<file path="src/rtl/venda_pkg.sv">
// Shared definitions for the vending sale sequencer: state encoding and LCD codes.
package venda_pkg;

    localparam int MAX_GIRO_PADRAO = 9;

    localparam logic [2:0] LCD_IDLE         = 3'd0;
    localparam logic [2:0] LCD_ACIONA       = 3'd1;
    localparam logic [2:0] LCD_ESPERA_QUEDA = 3'd2;
    localparam logic [2:0] LCD_CONCLUIDO    = 3'd3;
    localparam logic [2:0] LCD_ERRO         = 3'd4;

    typedef enum logic [2:0] {
        ST_IDLE         = LCD_IDLE,
        ST_ACIONA       = LCD_ACIONA,
        ST_ESPERA_QUEDA = LCD_ESPERA_QUEDA,
        ST_CONCLUIDO    = LCD_CONCLUIDO,
        ST_ERRO         = LCD_ERRO
    } estado_t;

endpackage

</file>
<file path="src/rtl/filtro_sensor.sv">
// Sensor conditioning: 2-FF synchronizer, debounce and rising-edge pulse.
module filtro_sensor #(
    parameter int DEBOUNCE_CYCLES = 1000
) (
    input  logic clock_in,
    input  logic reset_in,
    input  logic sensor_in,
    output logic subida_out
);
    localparam int CW = $clog2(DEBOUNCE_CYCLES + 1);
    localparam logic [CW-1:0] CNT_FIM = CW'(DEBOUNCE_CYCLES - 1);

    logic [1:0]    sync_q, sync_d;
    logic [CW-1:0] cont_q, cont_d;
    logic          filt_q, filt_d;
    logic          filt_ant_q, filt_ant_d;

    always_comb begin
        sync_d     = {sync_q[0], sensor_in};
        cont_d     = '0;
        filt_d     = filt_q;
        filt_ant_d = filt_q;
        // any cycle where the input agrees with the filtered value restarts the count
        if (sync_q[1] != filt_q) begin
            if (cont_q == CNT_FIM) begin
                filt_d = sync_q[1];
            end else begin
                cont_d = cont_q + CW'(1);
            end
        end
    end

    always_ff @(posedge clock_in or posedge reset_in) begin
        if (reset_in) begin
            sync_q     <= '0;
            cont_q     <= '0;
            filt_q     <= 1'b0;
            filt_ant_q <= 1'b0;
        end else begin
            sync_q     <= sync_d;
            cont_q     <= cont_d;
            filt_q     <= filt_d;
            filt_ant_q <= filt_ant_d;
        end
    end

    assign subida_out = filt_q & ~filt_ant_q;

endmodule

</file>
<file path="src/rtl/controle_venda.sv">
// Sale sequencer: drives the relay for the requested turns, then waits for the product drop.
module controle_venda
    import venda_pkg::*;
#(
    parameter int TIMEOUT_CYCLES  = 50_000_000,
    parameter int DEBOUNCE_CYCLES = 1000,
    parameter int MAX_GIRO        = MAX_GIRO_PADRAO
) (
    input  logic       clock_in,
    input  logic       reset_in,
    input  logic       pedido_valid_in,
    input  logic [3:0] pedido_giro_in,
    output logic       pedido_ready_out,
    input  logic       sensor1_in,
    input  logic       sensor2_in,
    input  logic       ack_erro_in,
    output logic       rele_out,
    output logic [3:0] contador_giro_out,
    output logic [2:0] estado_out,
    output logic       concluido_out,
    output logic       erro_out
);
    localparam int TW = $clog2(TIMEOUT_CYCLES + 1);
    localparam logic [TW-1:0] TIMER_FIM = TW'(TIMEOUT_CYCLES - 1);
    localparam logic [3:0]    GIRO_MAX  = 4'(MAX_GIRO);

    estado_t       estado_q, estado_d;
    logic [3:0]    cont_q, cont_d;
    logic [3:0]    alvo_q, alvo_d;
    logic [TW-1:0] timer_q, timer_d;
    logic          rele_q, rele_d;
    logic          s1_subida, s2_subida;

    filtro_sensor #(.DEBOUNCE_CYCLES(DEBOUNCE_CYCLES)) u_filtro_s1 (
        .clock_in   (clock_in),
        .reset_in   (reset_in),
        .sensor_in  (sensor1_in),
        .subida_out (s1_subida)
    );

    filtro_sensor #(.DEBOUNCE_CYCLES(DEBOUNCE_CYCLES)) u_filtro_s2 (
        .clock_in   (clock_in),
        .reset_in   (reset_in),
        .sensor_in  (sensor2_in),
        .subida_out (s2_subida)
    );

    always_comb begin
        estado_d = estado_q;
        cont_d   = cont_q;
        alvo_d   = alvo_q;
        timer_d  = timer_q;
        unique case (estado_q)
            ST_IDLE: begin
                if (pedido_valid_in && pedido_giro_in != 4'd0 && pedido_giro_in <= GIRO_MAX) begin
                    alvo_d   = pedido_giro_in;
                    cont_d   = 4'd0;
                    timer_d  = '0;
                    estado_d = ST_ACIONA;
                end
            end
            ST_ACIONA: begin
                // a sensor edge takes priority over a simultaneous timeout
                if (s1_subida) begin
                    cont_d  = cont_q + 4'd1;
                    timer_d = '0;
                    if (cont_q + 4'd1 == alvo_q) estado_d = ST_ESPERA_QUEDA;
                end else if (timer_q == TIMER_FIM) begin
                    estado_d = ST_ERRO;
                end else begin
                    timer_d = timer_q + TW'(1);
                end
            end
            ST_ESPERA_QUEDA: begin
                if (s2_subida) begin
                    estado_d = ST_CONCLUIDO;
                end else if (timer_q == TIMER_FIM) begin
                    estado_d = ST_ERRO;
                end else begin
                    timer_d = timer_q + TW'(1);
                end
            end
            ST_CONCLUIDO: estado_d = ST_IDLE;
            ST_ERRO: begin
                if (ack_erro_in) estado_d = ST_IDLE;
            end
            default: estado_d = ST_IDLE;
        endcase
        rele_d = (estado_d == ST_ACIONA);
    end

    always_ff @(posedge clock_in or posedge reset_in) begin
        if (reset_in) begin
            estado_q <= ST_IDLE;
            cont_q   <= 4'd0;
            alvo_q   <= 4'd0;
            timer_q  <= '0;
            rele_q   <= 1'b0;
        end else begin
            estado_q <= estado_d;
            cont_q   <= cont_d;
            alvo_q   <= alvo_d;
            timer_q  <= timer_d;
            rele_q   <= rele_d;
        end
    end

    assign rele_out          = rele_q;
    assign contador_giro_out = cont_q;
    assign estado_out        = estado_q;
    assign pedido_ready_out  = (estado_q == ST_IDLE);
    assign concluido_out     = (estado_q == ST_CONCLUIDO);
    assign erro_out          = (estado_q == ST_ERRO);

endmodule

</file>
<file path="config.mk">
export PLATFORM = sky130hd
export DESIGN_NAME = controle_venda
export DESIGN_NICKNAME = d
export VERILOG_FILES = /design/src/rtl/venda_pkg.sv /design/src/rtl/filtro_sensor.sv /design/src/rtl/controle_venda.sv
export SDC_FILE = /design/constraint.sdc
export NUM_CORES = 1
export LEC_CHECK = 0
export BUFFER_PORTS_ARGS = -buffer_cell sky130_fd_sc_hd__buf_2
export CAP_MARGIN = 20
export CORE_ASPECT_RATIO = 2
export CORE_UTILIZATION = 29
export CTS_CLUSTER_SIZE = 8
export DETAILED_ROUTE_END_ITERATION = 8
export GPL_TIMING_DRIVEN = 0
export PLACE_DENSITY = 0.5
export SETUP_SLACK_MARGIN = 0.05
export SLEW_MARGIN = 25
export SYNTH_ARGS = -nofsm -noshare
export SYNTH_HDL_FRONTEND = slang
export SYNTH_SLANG_ARGS = --single-unit
</file>
<file path="constraint.sdc">
create_clock -name clock_in -period 4.42 [get_ports clock_in]
set_input_delay 1.105 -clock clock_in [delete_from_list [all_inputs] [get_ports clock_in]]
set_output_delay 1.105 -clock clock_in [all_outputs]
set_load 0.05 [all_outputs]
</file>
# [Word-level counts from Yosys, hierarchy flattened]
# Cells that the tools add are included.
[totals] regBits=66 latch_bits=0 ramBits=0 romBits=0 n_memories=0
[op_classes] n_addsub=4 multipliers=0 div=0 order_cmp=1 n_eq_ne=14 shifts=0 mux=19 bitwise=4 n_reduce_logical=11
[ops] operator="2-to-1 mux 26 bit" n=4
[ops] operator="case mux 26 bit (3 select lines)" n=1
[ops] operator="2-to-1 mux 10 bit" n=4
[ops] operator="adder 26 x 1 -> 26 bit, second input constant" n=1
[ops] operator="equality test 26 bit, second input constant" n=1
[ops] operator="adder 10 x 1 -> 10 bit, second input constant" n=2
[ops] operator="equality test 10 bit, second input constant" n=2
[ops] operator="2-to-1 mux 3 bit" n=6
[ops] operator="case mux 3 bit (4 select lines)" n=1
[ops] operator="2-to-1 mux 4 bit" n=2
[ops] operator="case mux 4 bit (2 select lines)" n=1
[ops] operator="equality test 3 x 1 -> 1 bit, second input constant" n=2
[ops] operator="equality test 3 x 2 -> 1 bit, second input constant" n=2
[ops] operator="AND reduction 2 bit" n=3
[ops] operator="AND reduction 3 bit" n=2
[ops] operator="adder 4 x 1 -> 4 bit, second input constant" n=1
[ops] operator="equality test 4 bit" n=1
[ops] operator="<= comparator 4 bit, second input constant" n=1
[ops] operator="!= test 2 bit, second input constant" n=2
[ops] operator="nonzero test 4 bit" n=1
[ops] operator="equality test 3 bit, second input constant" n=1
[ops] operator="logical NOT 3 bit" n=1
[ops] operator="nonzero test 3 bit" n=1
[ops] operator="bitwise AND 1 bit" n=2
[ops] operator="other kinds (5)" n=8

# [Depth between registers and ports, before layout]
# Gate-level depths: netlist of run 1.
[depth] ltp_word=6 ltp_mapped=8 depth_no_buf=6

# [Modules after synthesis]
# Synthesis of run 1 repeated with hierarchy kept, for this count alone.
[unflattened] hier_cells=374 hier_area_um2=3557.2
[by_module_without_submodules] mod="controle_venda" n_inst=1 cells_per_inst=252 area_each_um2=2243.4 seq_area_each_um2=950.9
[by_module_without_submodules] mod="filtro_sensor" n_inst=2 cells_per_inst=61 area_each_um2=656.9 seq_area_each_um2=350.3

# [Worst setup path before layout of run 1]
# No wires, ideal clock.
[synth_timing] path_kind="reg-to-output" from="register estado_q[2], in the netlist estado_out[2]" to="output port erro_out" arrival_ns=2.099 setup_slack_ns=1.216 path_stages_with_launch=4 path_buffers=1 path_cell_list="dfrtp_1 > buf_2 > inv_1 > nor3_1"
[synth_between] elab_chain_cells=1
[synth_rtl] item="start: declaration" line="controle_venda.sv:27" source="estado_t estado_q, estado_d;"
[synth_rtl] item="start signal: assignment" line="controle_venda.sv:100" source="estado_q <= estado_d;"
[synth_rtl] item="equality test 3 bit" line="controle_venda.sv:113" source="assign erro_out = (estado_q == ST_ERRO);"
[synth_rtl] item="end: declaration" line="controle_venda.sv:21" source="output logic erro_out"
# Every way passes these cells.

# [Final worst setup path of run 1]
# Ends and elaborated chain as after synthesis.

==> results of run 1 <==
-- kinds of logic (layout without fill, tap and decap cells) --
| family | Yosys count | count (layout) | synth area share |
|---|---|---|---|
| xor+xnor | 24 | 24 | 0.0660 |
| mux | 10 | 10 | 0.0315 |
| fa+ha+maj | 4 | 4 | 0.0147 |
| buf+inv | 19 | 55 | 0.0312 |
| compound gates | 61 | 61 | 0.114 |
| simple gates | 164 | 164 | 0.258 |
| flops | 66 | 66 | 0.484 |
-- worst max-delay path, cell delays in order, from the launching register on --
cell	delay [ns]
dfrtp_1	0.40
buf_2	0.23
inv_1	0.09
nor3_1	0.24
buf_2	0.31
-- worst paths after layout --
kind | startpoint | endpoint | slack (ns) | cells after the start
worst max register to register | timer_q[0] | timer_q[18] | 2.06 | 7
worst min register to register | u_filtro_s2.sync_q[0] | u_filtro_s2.sync_q[1] | 0.35 | 0
worst min-delay path | u_filtro_s2.sync_q[0] | u_filtro_s2.sync_q[1] | 0.35 | 0
min in group asynchronous | reset_in | timer_q[19] | 0.74 | 2
worst max-delay path | estado_out[2] | erro_out | 1.72 | 4
max in group asynchronous | reset_in | u_filtro_s1.cont_q[9] | 3.16 | 3
-- layout make-up --
cell class / count / area, um2 / area share
inverter: 7 / 28.8 / 0.00719
clock inverter: 3 / 40.0 / 0.0100
multi-input combinational: 263 / 1650 / 0.413
tap: 142 / 178 / 0.0444
sequential: 66 / 1650 / 0.412
timing repair buffer: 21 / 128 / 0.0319
buffer: 12 / 80.1 / 0.0200
clock buffer: 12 / 246 / 0.0615
-- flip-flops by register name, indices dropped and copies added (netlist names) --
register and flops:
contador_giro_out 4, u_filtro_s1.filt_ant_q 1, u_filtro_s1.filt_ant_d 1, u_filtro_s2.filt_ant_d 1, estado_out 3, timer_q 26
u_filtro_s1.sync_q 2, alvo_q 4, u_filtro_s2.cont_q 10, u_filtro_s2.filt_ant_q 1, u_filtro_s1.cont_q 10, u_filtro_s2.sync_q 2
rele_out 1
-- where the power goes --
group	total, mW	internal [mW]	leakage, nW	switching [mW]
combinational	0.0324	0.0110	0.681	0.0215
clock	0.693	0.447	0.142	0.247
sequential	0.615	0.611	0.846	0.00411
total	1.34	1.07	1.67	0.272
-- Yosys cell counts (4+ instances only) --
master and count:
nor2_1 29, xor2_1 11, buf_4 4, o31ai_1 16, mux2_2 6, or3_1 6, and3_1 9, nor4_1 4
mux2i_1 4, or4_1 18, buf_2 4, o21ai_0 7, a21oi_1 22, inv_1 7, nand2b_1 4, dfrtp_1 66
xnor2_1 12, nand2_1 37, nand4_1 9, nor3_1 9, ha_1 4, nand3_1 20, and2_1 4
-- metrics by stage --
stage           util  hold slack, ns
2_1_floorplan      -           0.331
3_3_place_gp   0.325           0.341
5_1_grt        0.353           0.361
4_1_cts        0.353           0.354
6_report       0.353           0.350
3_5_place_dp   0.327           0.342
-- layer usage --
layer | up-vias | part of all wire
li1 | 1337 | -
met1 | 1349 | 0.37
met2 | 44 | 0.58
met3 | 11 | 0.025
met4 | 0 | 0.017
met5 | - | 0
==> flow_summary.toml, run 1 <==
[min_path]
min_path_type = "reg2reg"

[synth]
synth_ff_type = "dfrtp_1"
yosys_register_bits = 66
yosys_warnings = 0
synth_cell_types = 49
synth_nets = 362
synth_seq_area_share = 0.484
netlist_area_um2 = 3410
avgSynthCellArea_um2 = 9.80
yosysTopAreaCell = "dfrtp_1"
synth_area_leaders = "dfrtp_1, nand2_1, or4_1"
synth_edf_count = 0
synth_top_area_frac = 0.484
syn_inst = 348
async_flop_share = 1.00

[timing]
post-route-min-period_ns = 2.70
final.setup.worst_slack_ns = 1.72
slew_headroom = 0.562
hold_viol = 0
fin_crit_sh = 0.611
drv_slew = 0
worst-slew-pin-transition_ns = 0.652
fin_skew_ns = 0.00674
rsz0062_at_grt = "no"
setup_viol = 0
tns_ns = 0
fmax_ghz = 0.370

[cts]
clock_sinks = 66
post_cts_buffers = 0
cts_hold_buf = 0
htree_levels = 3
cts_buffers = 9
cts_buffer_depth = 2
cts_root_buffer = "clkbuf_16"
ctsResizeCount = 0
clk_latency_ns = 0.33
path_clk_slew_ns = 0.05
cts_tree = "built"

[drt]
post-route-drc-count = 0
routed_wl_um = 8600
avgRoutedWirePerCell_um = 16.3
drtAntennaViolNets = 0
num_vias = 2741
dr.pass1.iters = 4
drt_iter0_drc = 135
routed_via_density = 5.21

[global_route]
met3_usage = 0.0252
first_global_vias = 2722
globalRouteOverflowTotal = 0
antenna_found_initial = 0
grt_usage = 0.151
grt.busiest_layer = "met2"
met2_usage = 0.294
met1_usage = 0.151
grt_pass1_wl_um = 13900
grt_max_degree = 47

[final_layout]
insertedDiodeCount = 0
nFillCells = 1180
nets = 394
area_delta_synth_final_pct = 17.4
layout_commonest_cell = "dfrtp_1"
layout_common_cells = "dfrtp_1, nand2_1, nor2_1, buf_2, a21oi_1"
stdcell_area_um2 = 4010
drive_above_1_share = 0.154
fin_cells = 526

[placed_design]
dp.cells = 511
pre_cts_ws_ns = 1.39
placed_area_um2 = 3720
portBuffers = 20
gp_congestion = 0.857
dp_hpwl_um = 6480

[floorplan]
dieArea_um2 = 12200
fp.dieH_um = 155
io_pins = 21
core_um2 = 11400
start_util = 0.300
rows = 55
die_x_um = 78.7

[setup_path]
critical_path_class = "reg2out"
critPathRequiredTime_ns = 3.31
end_kind = "primary output"
cp-start-kind = "flip-flop"
worstPathArrival_ns = 1.59
crit_path_max_fanout = 10

[run]
maxCapViolCount = 0

[pwr]
power_density_nw_per_um2 = 335
finalPower_mw = 1.34
peakVddDrop_uv = 280
p_leak_nw = 1.67

[run_status]
status = "complete, no violations"
(Power assumes the default switching activity.)
==> run 2, diff against run 1 <==
==> constraint.sdc (replaced) <==
create_clock -name clock_in -period 2.55 [get_ports clock_in]
set_input_delay 0.6375 -clock clock_in [delete_from_list [all_inputs] [get_ports clock_in]]
set_output_delay 0.6375 -clock clock_in [all_outputs]
set_load 0.05 [all_outputs]
==> flow_summary.toml, run 2 (synthesis gave the netlist of run 1 again) <==
[global_route]
first_global_vias = 2905
grt_pass1_wl_um = 14600
antenna_found_initial = 0
grt_max_degree = 45
grt_usage = 0.160
globalRouteOverflowTotal = 0

[drt]
routed_via_density = 5.29
dr.pass1.iters = 4
drtAntennaViolNets = 0
routed_wl_um = 8930
num_vias = 2789
post-route-drc-count = 0
avgRoutedWirePerCell_um = 17.0
drt_iter0_drc = 74

[timing]
rsz0062_at_grt = "no"
hold_viol = 0
fin_crit_sh = 0.894
slew_headroom = 0.657
fin_skew_ns = 0.00651
post-route-min-period_ns = 2.28
tns_ns = 0
fmax_ghz = 0.439
worst-slew-pin-transition_ns = 0.512
drv_slew = 0
setup_viol = 0

[placed_design]
dp_hpwl_um = 6880
dp.cells = 511
portBuffers = 20
placed_area_um2 = 3730
gp_congestion = 0.899

[cts]
path_clk_slew_ns = 0.06
clock_sinks = 66
cts_tree = "built"
cts_hold_buf = 0
cts_root_buffer = "clkbuf_16"
htree_levels = 3
cts_buffer_depth = 2
clk_latency_ns = 0.33
cts_buffers = 9

[pwr]
power_density_nw_per_um2 = 598
power_frac_comb = 0.024
switching_share = 0.202
clkPwrFrac = 0.537
p_seq_frac = 0.440
p_int_mw = 1.94
power.switching_mw = 0.489
p_leak_nw = 1.68
finalPower_mw = 2.43
peakVddDrop_uv = 350

[final_layout]
area_delta_synth_final_pct = 18.9
stdcell_area_um2 = 4060
largest_registers = "timer_q x26, u_filtro_s1.cont_q x10, u_filtro_s2.cont_q x10"
nets = 394
nFillCells = 1172
multi_input_area_um2 = 1680
insertedDiodeCount = 0
largest-register = "timer_q"
drive_above_1_share = 0.166
fin_cells = 527
layout_common_cells = "dfrtp_1, nand2_1, nor2_1, buf_2, a21oi_1"
fin_util = 0.357
largest_reg_flops = 26
layout_commonest_cell = "dfrtp_1"
regArea_um2 = 1650

[floorplan]
io_pins = 21
rows = 55
core_um2 = 11400
start_util = 0.300
fp.dieH_um = 155
die_x_um = 78.7
dieArea_um2 = 12200

[run]
maxCapViolCount = 0

[setup_path]
r2r-start = "timer_q[8]"
crit_path_max_fanout = 10
worstPathArrival_ns = 2.53
reg2reg_slack_ns = 0.27
critPathRequiredTime_ns = 2.80
worst_r2r_path_depth = 7
cp-start-kind = "flip-flop"
end_kind = "flip-flop"
rr_endpoint = "timer_q[6]"
critical_path_class = "reg2reg"

[run_status]
status = "complete, no violations"

[min_path]
min_path_type = "in2async"
## run 2: changes by cell type in the layout (fill, tap and decap cells not counted), sizes merged
| cell | before | now |
|---|---|---|
| bufinv | 1 | 2 |
| clkinvlp | 0 | 1 |
| clkinv | 2 | 1 |
## run 2: metal layers
layer  routed length [um]  part of all wire  GRT usage
met2                 5310              0.59      0.319
met3                  203             0.023     0.0270
met5                    0                 0          0
met4                  286             0.032     0.0855
met1                 3140              0.35      0.145
## run 2: how the worst max path moves through the flow
stage,startpoint,end,slack [ns],cells after the start
final,timer_q[8],timer_q[6],0.27,7
after CTS,timer_q[8],timer_q[6],0.12,7
after global routing,timer_q[7],timer_q[0],0.17,7
after detailed placement,pedido_giro_in[3],contador_giro_out[2],0.13,7
after floorplan,estado_out[2],timer_q[16],0.09,7
after global placement,reset_in,estado_out[2],-0.71,2
## run 2: worst max-delay path, cell delays in order (launching register included)
cell and delay (ns):
dfrtp_1 0.47, nor4b_2 0.45, nand4_1 0.18, nor3_2 0.33, buf_2 0.29, buf_4 0.22
o31ai_1 0.08, a21oi_1 0.17
## run 2: power groups by stage
stage | registers [mW] | clock network [mW] | logic, mW
after floorplan | 1.08 | 0 | 0.0330
after global placement | 1.08 | 0 | 0.0526
final | 1.07 | 1.30 | 0.0578
after global routing | 1.07 | 1.38 | 0.0673
after detailed placement | 1.08 | 0 | 0.0604
after CTS | 1.07 | 1.33 | 0.0608
## run 2: metrics by stage
step,hold slack (ns),worst slack (ns)
2_1_floorplan,0.331,0.0875
3_3_place_gp,0.335,-0.709
3_5_place_dp,0.336,0.125
4_1_cts,0.279,0.124
5_1_grt,0.295,0.166
6_report,0.269,0.271
## run 2: final cells by class
class	count	area share
buffer	12	0.0201
tap	142	0.0438
inverter	7	0.00710
timing repair buffer	21	0.0315
sequential	66	0.407
multi-input combinational	263	0.413
clock inverter	4	0.0188
clock buffer	12	0.0583
## run 2: timing repair
item | 4_1_cts | 5_1_grt
buffers inserted | 0 | 0
gates resized for setup | 0 | 4
endpoints found under the setup margin | 0 | 19
endpoints found under the hold margin | 0 | 0
==> run 3, diff against run 2 <==
--- a/config.mk
+++ b/config.mk
@@ -12,9 +12,10 @@
 export CTS_CLUSTER_SIZE = 8
 export DETAILED_ROUTE_END_ITERATION = 8
 export GPL_TIMING_DRIVEN = 0
-export PLACE_DENSITY = 0.5
+export PLACE_DENSITY = 0.56
 export SETUP_SLACK_MARGIN = 0.05
 export SLEW_MARGIN = 25
 export SYNTH_ARGS = -nofsm -noshare
 export SYNTH_HDL_FRONTEND = slang
 export SYNTH_SLANG_ARGS = --single-unit
+export TNS_END_PERCENT = 10
==> flow_summary.toml, run 3 (synthesis gave the netlist of run 1 again) <==
[floorplan]
dieArea_um2 = 12200
start_util = 0.300
fp.dieH_um = 155
rows = 55
io_pins = 21
die_x_um = 78.7
core_um2 = 11400

[final_layout]
largest_reg_flops = 26
stdcell_area_um2 = 4040
largest-register = "timer_q"
insertedDiodeCount = 0
area_delta_synth_final_pct = 18.4
fin_cells = 527
nets = 394
layout_common_cells = "dfrtp_1, nand2_1, nor2_1, buf_2, a21oi_1"
largest_registers = "timer_q x26, u_filtro_s1.cont_q x10, u_filtro_s2.cont_q x10"
fin_util = 0.356
drive_above_1_share = 0.164
layout_commonest_cell = "dfrtp_1"

[cts]
cts_buffers = 9
cts_root_buffer = "clkbuf_16"
cts_hold_buf = 0
htree_levels = 3
cts_tree = "built"
clock_sinks = 66
cts_buffer_depth = 2
clk_latency_ns = 0.34
path_clk_slew_ns = 0.06

[pwr]
finalPower_mw = 2.47
power.switching_mw = 0.515
switching_share = 0.208
peakVddDrop_uv = 462
p_leak_nw = 1.68
clkPwrFrac = 0.546
power_density_nw_per_um2 = 612
p_int_mw = 1.96
power_frac_comb = 0.022
p_seq_frac = 0.432

[drt]
drt_iter0_drc = 111
avgRoutedWirePerCell_um = 16.0
routed_wl_um = 8450
routed_via_density = 5.30
num_vias = 2791
post-route-drc-count = 0
dr.pass1.iters = 4
drtAntennaViolNets = 0

[setup_path]
cp-start-kind = "flip-flop"
critPathRequiredTime_ns = 2.80
worstPathArrival_ns = 2.54
path_cells = "nor4b_1 -> nand4_1 -> nor3_2 -> buf_2 -> buf_4 -> o31ai_1 -> a21oi_1"
crit_path_max_fanout = 10
max_stage_delay_ns = 0.44
path_buf_inv = 2
critical_path_class = "reg2reg"
cpMaxStageDelayCell = "dfrtp_1"
path_delay_family = "simple AND/OR/NAND/NOR gates"
end_kind = "flip-flop"

[global_route]
met2_usage = 0.281
grt_usage = 0.151
grt.busiest_layer = "met2"
grt_max_degree = 41
grt_pass1_wl_um = 14100
globalRouteOverflowTotal = 0
first_global_vias = 2850
met3_usage = 0.0287
met1_usage = 0.152
antenna_found_initial = 0

[run]
maxCapViolCount = 0

[timing]
setup_viol = 0
hold_viol = 0
tns_ns = 0
rsz0062_at_grt = "no"
fmax_ghz = 0.436
drv_slew = 0
fin_skew_ns = 0.00893
post-route-min-period_ns = 2.29
slew_headroom = 0.625
worst-slew-pin-transition_ns = 0.561
fin_crit_sh = 0.899

[run_status]
status = "complete, no violations"

[placed_design]
dp.cells = 511
gp_congestion = 0.875
portBuffers = 20
dp_hpwl_um = 6340
placed_area_um2 = 3720

[min_path]
min_path_type = "in2async"
==> run 3: area by class of cell <==
class                           instances  area (um2)
Clock buffer                           11         243
Fill cell                            1151        7320
Multi-Input combinational cell        263        1660
Inverter                                7        28.8
Buffer                                 12        81.3
Timing Repair Buffer                   21         120
Clock inverter                          5        77.6
Tap cell                              142         178
Sequential cell                        66        1650
==> run 3: stage by stage <==
step / hold slack [ns] / setup slack (ns)
5_1_grt: 0.322 / 0.132
3_3_place_gp: 0.355 / -0.664
2_1_floorplan: 0.331 / -0.196
3_5_place_dp: 0.361 / 0.0767
4_1_cts: 0.286 / 0.219
6_report: 0.280 / 0.258
==> run 3: what timing repair did <==
item / 4_1_cts / 5_1_grt
endpoints found under the setup margin: 0 / 1
resized for setup: 0 / 2
setup buffers: 0 / 0
endpoints found under the hold margin: 0 / 0
==> run 3: final timing paths <==
check                           slack (ns)  depth (start not counted)                  start               endpoint
max in group asynchronous             1.73                          3               reset_in  u_filtro_s1.cont_q[4]
worst max-delay path                  0.26                          7             timer_q[9]             timer_q[2]
worst max register to register        0.26                          7             timer_q[9]             timer_q[2]
min in group clock_in                 0.37                          0  u_filtro_s2.sync_q[0]  u_filtro_s2.sync_q[1]
worst min register to register        0.37                          0  u_filtro_s2.sync_q[0]  u_filtro_s2.sync_q[1]
worst min-delay path                  0.28                          2               reset_in            timer_q[22]
==> run 3: power by group through the flow <==
stage	sequential (mW)	combinational [mW]	clock [mW]
floorplan	1.08	0.0330	0
global placement	1.08	0.0520	0
global route	1.07	0.0657	1.41
detailed placement	1.09	0.0587	0
finish	1.07	0.0554	1.35
CTS	1.07	0.0588	1.37
==> run 3: per-layer routing <==
layer | part of all wire | routed length, um | up-vias
met5 | 0 | 0 | -
met2 | 0.56 | 4750 | 55
met3 | 0.027 | 227 | 22
li1 | - | - | 1348
met1 | 0.38 | 3180 | 1366
met4 | 0.034 | 289 | 0
